`config.mk`:
```
export PLATFORM = sky130hd
export DESIGN_NAME = dual_port_sram_ctrl_flat
export DESIGN_NICKNAME = d
export VERILOG_FILES = /design/src/rtl/dual_port_sram_ctrl_if.sv /design/src/rtl/dual_port_sram_ctrl.sv /design/src/flat_wrapper.sv
export SDC_FILE = /design/constraint.sdc
export NUM_CORES = 1
export LEC_CHECK = 0
export BUFFER_PORTS_ARGS = -buffer_cell sky130_fd_sc_hd__buf_4
export CORE_MARGIN = 3
export CORE_UTILIZATION = 53
export DETAILED_ROUTE_END_ITERATION = 16
export PLACE_DENSITY_LB_ADDON = 0.15
export SLEW_MARGIN = 10
export SYNTH_ARGS = -nofsm -noshare
export SYNTH_HDL_FRONTEND = slang
export SYNTH_SLANG_ARGS = --single-unit
export TNS_END_PERCENT = 1
```
`constraint.sdc`:
```
create_clock -name clock -period 1.5 [get_ports clock]
set_input_delay 0.15 -clock clock [delete_from_list [all_inputs] [get_ports clock]]
set_output_delay 0.15 -clock clock [all_outputs]
set_load 0.05 [all_outputs]
```
`src/rtl/dual_port_sram_ctrl_if.sv`:
```
// Request/response bundle for the simple-dual-port SRAM bank.
// The transfer engine holds the master side and the bank holds the slave side.
interface dual_port_sram_ctrl_if #(
   parameter int DATA_W = 8,
   parameter int ADDR_W = 3
);
   logic              wr_en;
   logic [ADDR_W-1:0] wr_addr;
   logic [DATA_W-1:0] wr_data;
   logic              rd_en;
   logic [ADDR_W-1:0] rd_addr;
   logic [DATA_W-1:0] rd_data;
   logic              rd_valid;
   logic              busy;
   logic              drop;

   modport master (
      output wr_en, wr_addr, wr_data, rd_en, rd_addr,
      input  rd_data, rd_valid, busy, drop
   );

   modport slave (
      input  wr_en, wr_addr, wr_data, rd_en, rd_addr,
      output rd_data, rd_valid, busy, drop
   );
endinterface

```
`src/rtl/dual_port_sram_ctrl.sv`:
```
// Simple-dual-port synchronous SRAM bank: one write and one read port on a single clock,
// with configurable read latency, defined read-during-write and a post-reset clear sweep.
module dual_port_sram_ctrl #(
   parameter int                DATA_W   = 8,
   parameter int                ADDR_W   = 3,
   parameter int                DEPTH    = 8,
   parameter bit                OUT_REG  = 1'b0,
   parameter bit                RDW_MODE = 1'b0,
   parameter bit                INIT_CLR = 1'b1,
   parameter logic [DATA_W-1:0] INIT_VAL = {DATA_W{1'b0}}
) (
   input logic                 clock,
   input logic                 reset_n,
   dual_port_sram_ctrl_if.slave bus
);

   typedef enum logic [0:0] {
      ST_CLEAR = 1'b0,
      ST_RUN   = 1'b1
   } state_e;

   // The sweep counter is one bit wider than an address so DEPTH = 2**ADDR_W is representable.
   localparam logic [ADDR_W:0] DEPTH_C  = (ADDR_W+1)'(DEPTH);
   localparam logic [ADDR_W:0] LAST_C   = (ADDR_W+1)'(DEPTH - 1);
   localparam state_e          RESET_ST = INIT_CLR ? ST_CLEAR : ST_RUN;

   logic [DATA_W-1:0] mem_q [DEPTH];

   state_e            state_q, state_d;
   logic [ADDR_W:0]   sweep_q, sweep_d;
   logic              busy_q, busy_d;
   logic              drop_q, drop_d;
   logic              s1_valid_q, s1_valid_d;
   logic [DATA_W-1:0] s1_data_q, s1_data_d;
   logic              rd_valid_q, rd_valid_d;
   logic [DATA_W-1:0] rd_data_q, rd_data_d;

   logic              mem_we_s;
   logic [ADDR_W-1:0] mem_waddr_s;
   logic [DATA_W-1:0] mem_wdata_s;
   logic              rd_fire_s;
   logic [DATA_W-1:0] rd_word_s;
   logic              wr_ok_s;
   logic              rd_ok_s;

   assign wr_ok_s = ({1'b0, bus.wr_addr} < DEPTH_C);
   assign rd_ok_s = ({1'b0, bus.rd_addr} < DEPTH_C);

   // Next-state logic: sweep sequencing, request acceptance and refusal reporting.
   always_comb begin
      state_d     = state_q;
      sweep_d     = sweep_q;
      busy_d      = busy_q;
      drop_d      = 1'b0;
      mem_we_s    = 1'b0;
      mem_waddr_s = {ADDR_W{1'b0}};
      mem_wdata_s = {DATA_W{1'b0}};
      rd_fire_s   = 1'b0;
      case (state_q)
         ST_CLEAR: begin
            mem_we_s    = 1'b1;
            mem_waddr_s = sweep_q[ADDR_W-1:0];
            mem_wdata_s = INIT_VAL;
            drop_d      = bus.wr_en | bus.rd_en;
            sweep_d     = sweep_q + {{ADDR_W{1'b0}}, 1'b1};
            if (sweep_q == LAST_C) begin
               state_d = ST_RUN;
               busy_d  = 1'b0;
            end else begin
               state_d = ST_CLEAR;
               busy_d  = 1'b1;
            end
         end
         ST_RUN: begin
            busy_d    = 1'b0;
            rd_fire_s = bus.rd_en;
            if (bus.wr_en && wr_ok_s) begin
               mem_we_s    = 1'b1;
               mem_waddr_s = bus.wr_addr;
               mem_wdata_s = bus.wr_data;
            end else begin
               mem_we_s    = 1'b0;
            end
         end
         default: begin
            state_d = ST_CLEAR;
            sweep_d = {(ADDR_W+1){1'b0}};
            busy_d  = 1'b1;
         end
      endcase
   end

   // Read word selection: range guard first, then optional same-address write bypass.
   always_comb begin
      rd_word_s = {DATA_W{1'b0}};
      if (!rd_ok_s) begin
         rd_word_s = {DATA_W{1'b0}};
      end else if (RDW_MODE && bus.wr_en && wr_ok_s && (bus.wr_addr == bus.rd_addr)) begin
         rd_word_s = bus.wr_data;
      end else begin
         rd_word_s = mem_q[bus.rd_addr];
      end
   end

   // Output pipeline: one or two stages; rd_data holds its value between strobes.
   always_comb begin
      s1_valid_d = 1'b0;
      s1_data_d  = s1_data_q;
      rd_valid_d = 1'b0;
      rd_data_d  = rd_data_q;
      if (OUT_REG) begin
         s1_valid_d = rd_fire_s;
         s1_data_d  = rd_fire_s ? rd_word_s : s1_data_q;
         rd_valid_d = s1_valid_q;
         rd_data_d  = s1_valid_q ? s1_data_q : rd_data_q;
      end else begin
         rd_valid_d = rd_fire_s;
         rd_data_d  = rd_fire_s ? rd_word_s : rd_data_q;
      end
   end

   // Control and output registers with asynchronous reset.
   always_ff @(posedge clock or negedge reset_n) begin
      if (!reset_n) begin
         state_q    <= RESET_ST;
         sweep_q    <= {(ADDR_W+1){1'b0}};
         busy_q     <= INIT_CLR;
         drop_q     <= 1'b0;
         s1_valid_q <= 1'b0;
         s1_data_q  <= {DATA_W{1'b0}};
         rd_valid_q <= 1'b0;
         rd_data_q  <= {DATA_W{1'b0}};
      end else begin
         state_q    <= state_d;
         sweep_q    <= sweep_d;
         busy_q     <= busy_d;
         drop_q     <= drop_d;
         s1_valid_q <= s1_valid_d;
         s1_data_q  <= s1_data_d;
         rd_valid_q <= rd_valid_d;
         rd_data_q  <= rd_data_d;
      end
   end

   // Storage array, deliberately not reset; the sweep provides the defined contents.
   always_ff @(posedge clock) begin
      if (mem_we_s) begin
         mem_q[mem_waddr_s] <= mem_wdata_s;
      end
   end

   assign bus.rd_data  = rd_data_q;
   assign bus.rd_valid = rd_valid_q;
   assign bus.busy     = busy_q;
   assign bus.drop     = drop_q;

endmodule
```
`src/flat_wrapper.sv`:
```
// flat-port wrapper written by rule: the top's interface ports become plain ports
module dual_port_sram_ctrl_flat 
#(
   parameter int                DATA_W   = 8,
   parameter int                ADDR_W   = 3,
   parameter int                DEPTH    = 8,
   parameter bit                OUT_REG  = 1'b0,
   parameter bit                RDW_MODE = 1'b0,
   parameter bit                INIT_CLR = 1'b1,
   parameter logic [DATA_W-1:0] INIT_VAL = {DATA_W{1'b0}}
)
  (clock, reset_n, bus_wr_en, bus_wr_addr, bus_wr_data, bus_rd_en, bus_rd_addr, bus_rd_data, bus_rd_valid, bus_busy, bus_drop);
  dual_port_sram_ctrl_if #(.DATA_W(DATA_W), .ADDR_W(ADDR_W)) bus_i ();
  input logic clock;
  input logic reset_n;
  input wire logic [$bits(bus_i.wr_en)-1:0] bus_wr_en;
  input wire logic [$bits(bus_i.wr_addr)-1:0] bus_wr_addr;
  input wire logic [$bits(bus_i.wr_data)-1:0] bus_wr_data;
  input wire logic [$bits(bus_i.rd_en)-1:0] bus_rd_en;
  input wire logic [$bits(bus_i.rd_addr)-1:0] bus_rd_addr;
  output wire logic [$bits(bus_i.rd_data)-1:0] bus_rd_data;
  output wire logic [$bits(bus_i.rd_valid)-1:0] bus_rd_valid;
  output wire logic [$bits(bus_i.busy)-1:0] bus_busy;
  output wire logic [$bits(bus_i.drop)-1:0] bus_drop;
  assign bus_i.wr_en = bus_wr_en;
  assign bus_i.wr_addr = bus_wr_addr;
  assign bus_i.wr_data = bus_wr_data;
  assign bus_i.rd_en = bus_rd_en;
  assign bus_i.rd_addr = bus_rd_addr;
  assign bus_rd_data = bus_i.rd_data;
  assign bus_rd_valid = bus_i.rd_valid;
  assign bus_busy = bus_i.busy;
  assign bus_drop = bus_i.drop;
  dual_port_sram_ctrl #(.DATA_W(DATA_W), .ADDR_W(ADDR_W), .DEPTH(DEPTH), .OUT_REG(OUT_REG), .RDW_MODE(RDW_MODE), .INIT_CLR(INIT_CLR), .INIT_VAL(INIT_VAL)) u_core (.clock(clock), .reset_n(reset_n), .bus(bus_i));
endmodule
```
==> results.json <==
{
  "outcome": "complete, but fails checks",
  "violations": "negative setup slack",
  "worstSetupPathType": "register to register",
  "synth_fa_ha_area_frac": 0.00385,
  "most-common-layout-cells": "64 x edfxtp_1, 45 x buf_4, 17 x mux2_2, 16 x mux2i_1, 14 x dfrtp_1",
  "wl_per_cell_um": 19.6,
  "hp-class": "input port to register",
  "core_area_um2": 5710,
  "wl_um": 6420,
  "yosysUniqueCellTypes": 31,
  "setup_viol": 8,
  "diodes": 0,
  "fmax_ghz": 0.664,
  "critPathCaptureType": "register",
  "initial_utilization": 0.569,
  "fin_worst_skew_ps": 9.64,
  "avgSynthCellArea_um2": 16.0,
  "synthXorXnorAreaFrac": 0.00809,
  "antenna_left": 0,
  "setup_slack_ps": -5.88,
  "clkSinkCount": 80,
  "synth-seq-cells": 80,
  "via_per_inst": 5.74,
  "cap_violations": 0,
  "synth_compound_area_frac": 0.0728,
  "synthArstFlopShare": 0.200,
  "synth_top_area_share": 0.591,
  "io_buffers": 28,
  "clk_pin_slew_ps": 80,
  "fp.dieH_um": 84.3,
  "synth-edff-count": 64,
  "drive_gt1_frac": 0.349,
  "io_pins": 29,
  "num_rows": 27,
  "muxShareOfSynthArea": 0.108,
  "grt_pass1_vias": 1843,
  "synth_top_family_by_area": "multiplexers",
  "max_stage_delay_ps": 460,
  "netlist.top_cell.by_area": "edfxtp_1",
  "setup_tns_ps": -40.2,
  "synth_area_leaders": "edfxtp_1 59%, dfrtp_1 12%, mux2_2 5.9%, mux2i_1 4.9%, a22o_1 2.2%",
  "clock_latency_ps": 340,
  "cp.arrival_ps": 1570,
  "rsz0062_at_grt": "true",
  "htreeDepth": 3,
  "grt_pass1_wl_um": 10000,
  "crit_slowest_cell": "dfrtp_2",
  "slew_violations": 0,
  "tightest_slew_ps": 481,
  "antenna_found_initial": 0,
  "drt-initial-drc-count": 136,
  "crit_path_start_kind": "register",
  "powerDensity_nw_per_um2": 1120,
  "fin_crit_sh": 1.00,
  "cts_buffers": 9,
  "vdd_ir_drop_max_uv": 816,
  "cts-root-buf": "clkbuf_8",
  "finalNetCount": 269,
  "mostFrequentLayoutCell": "edfxtp_1",
  "dieWidth_um": 84.3,
  "min_period_ps": 1510,
  "vias": 1877,
  "place.gp.congestion": 0.791,
  "power_leakage_nw": 1.54,
  "maxSlewHeadroom": 0.678,
  "worstPathMaxFanout": 8,
  "synth_warnings": 0,
  "syn_nets": 222,
  "syn2layout_area_growth_pct": 17.5,
  "dpl.hpwl_um": 4500,
  "drcViolationCount": 0,
  "critical_path.cell_chain": "buf_6, nor3b_4, a31oi_2, nor2_1, buf_4",
  "fill_cells": 392,
  "cts_buffer_depth": 2,
  "critPathRequiredTime_ps": 1560,
  "grt_overflow": 0,
  "globalRouteTotalUtil": 0.192,
  "syn_area_um2": 3250,
  "dieArea_um2": 7110,
  "synth-simple-area-share": 0.0608,
  "synth_cells": 203,
  "ys_seq_area_frac": 0.715,
  "synth_ff_type": "edfxtp_1",
  "cts_tree": "done",
  "hold_viol_final": 0,
  "fin_hold_ws_ps": 25.6,
  "grt_max_degree": 18,
  "drtPass1Iterations": 5
}
## worst paths after layout
kind | start | slack [ps] | cells past startpoint | to
min in group asynchronous | reset_n | 200 | 2 | u_core.bus.drop$_DFF_PN0_
worst min register to register | u_core.sweep_q[3]$_DFFE_PN0N_ | 480 | 1 | u_core.sweep_q[3]$_DFFE_PN0N_
worst max-delay path | u_core.state_q$_DFF_PN0_ | -6 | 5 | u_core.mem_q[3][2]$_DFFE_PP_
worst min-delay path | bus_rd_en | 30 | 3 | u_core.bus.drop$_DFF_PN0_
worst max register to register | u_core.state_q$_DFF_PN0_ | -6 | 5 | u_core.mem_q[3][2]$_DFFE_PP_
max in group asynchronous | reset_n | 1040 | 2 | u_core.bus.busy$_DFF_PN1_
## final cells by class
| cell class | count | area, um2 | share of cell area |
|---|---|---|---|
| clock buffers | 9 | 124 | 0.0324 |
| clock inverters | 7 | 53.8 | 0.0141 |
| inverters | 3 | 11.3 | 0.00295 |
| multi-input cells | 109 | 855 | 0.224 |
| flip-flops and latches | 80 | 2320 | 0.609 |
| well taps | 72 | 90.1 | 0.0236 |
| repair buffers | 47 | 359 | 0.0941 |
## report_power, final
group / switching (mW) / internal, mW / total, mW
logic: 0.267 / 0.156 / 0.424
registers: 0.0170 / 2.44 / 2.46
clock network: 0.796 / 0.614 / 1.41
## Yosys cell counts, drive strengths merged, types with 3 or more instances
cell type  instances
nor2              12
o31ai              8
buf                6
dfrtp             15
nor2b              4
o22ai              8
edfxtp            64
a22o               8
and3               8
xnor2              3
mux2              17
clkbuf             5
nand2             11
inv                3
mux2i             16
## flip-flops by register name, indices dropped and copies added, names as in the netlist
| name | cells |
|---|---|
| u_core.bus.rd_valid | 1 |
| u_core.bus.busy | 1 |
| u_core.sweep_q | 4 |
| u_core.state_q | 1 |
| u_core.bus.rd_data | 8 |
| u_core.mem_q | 64 |
| u_core.bus.drop | 1 |
## cells by family after synthesis
| kind of cell | count (synthesis) |
|---|---|
| buffers and inverters | 14 |
| flip-flops | 80 |
| adder cells (fa/ha/maj) | 1 |
| XOR/XNOR | 3 |
| AND/OR/NAND/NOR | 41 |
| AO/OA/AOI/OAI | 31 |
| multiplexers | 33 |
## worst max-delay path: cells and delay by family (launching register included)
family / cells / cell delay, ps
compound gates: 1 / 70
buf+inv: 2 / 340
flops: 1 / 460
simple gates: 2 / 350
## per-stage QoR
step | util | total power [mW] | cells | setup WS [ps] | area (um2)
after floorplan | - | 2.77 | 203 | -76.8 | 3250
after global placement | 0.628 | 2.92 | 309 | 72.9 | 3590
after detailed placement | 0.628 | 2.93 | 309 | -18.8 | 3590
after CTS | 0.662 | 4.32 | 326 | 0.225 | 3780
after global routing | 0.669 | 4.45 | 327 | -71.9 | 3820
final | 0.669 | 4.29 | 327 | -5.88 | 3820
## metal layers
layer | track usage | vias to the layer above | share of wire
met2 | 0.303 | 66 | 0.49
li1 | - | 870 | -
met3 | 0.0442 | 9 | 0.058
met5 | 0 | - | 0
met1 | 0.258 | 932 | 0.44
met4 | 0.0789 | 0 | 0.018
## repair_timing
action | in CTS | in global routing
endpoints found under the setup margin | 28 | 24
pin swaps | 0 | 3
hold buffers | 1 | 0
resized for setup | 2 | 6
hold endpoints to repair | 16 | 0
setup buffers | 0 | 1
Power figures use the tool's default switching activity.
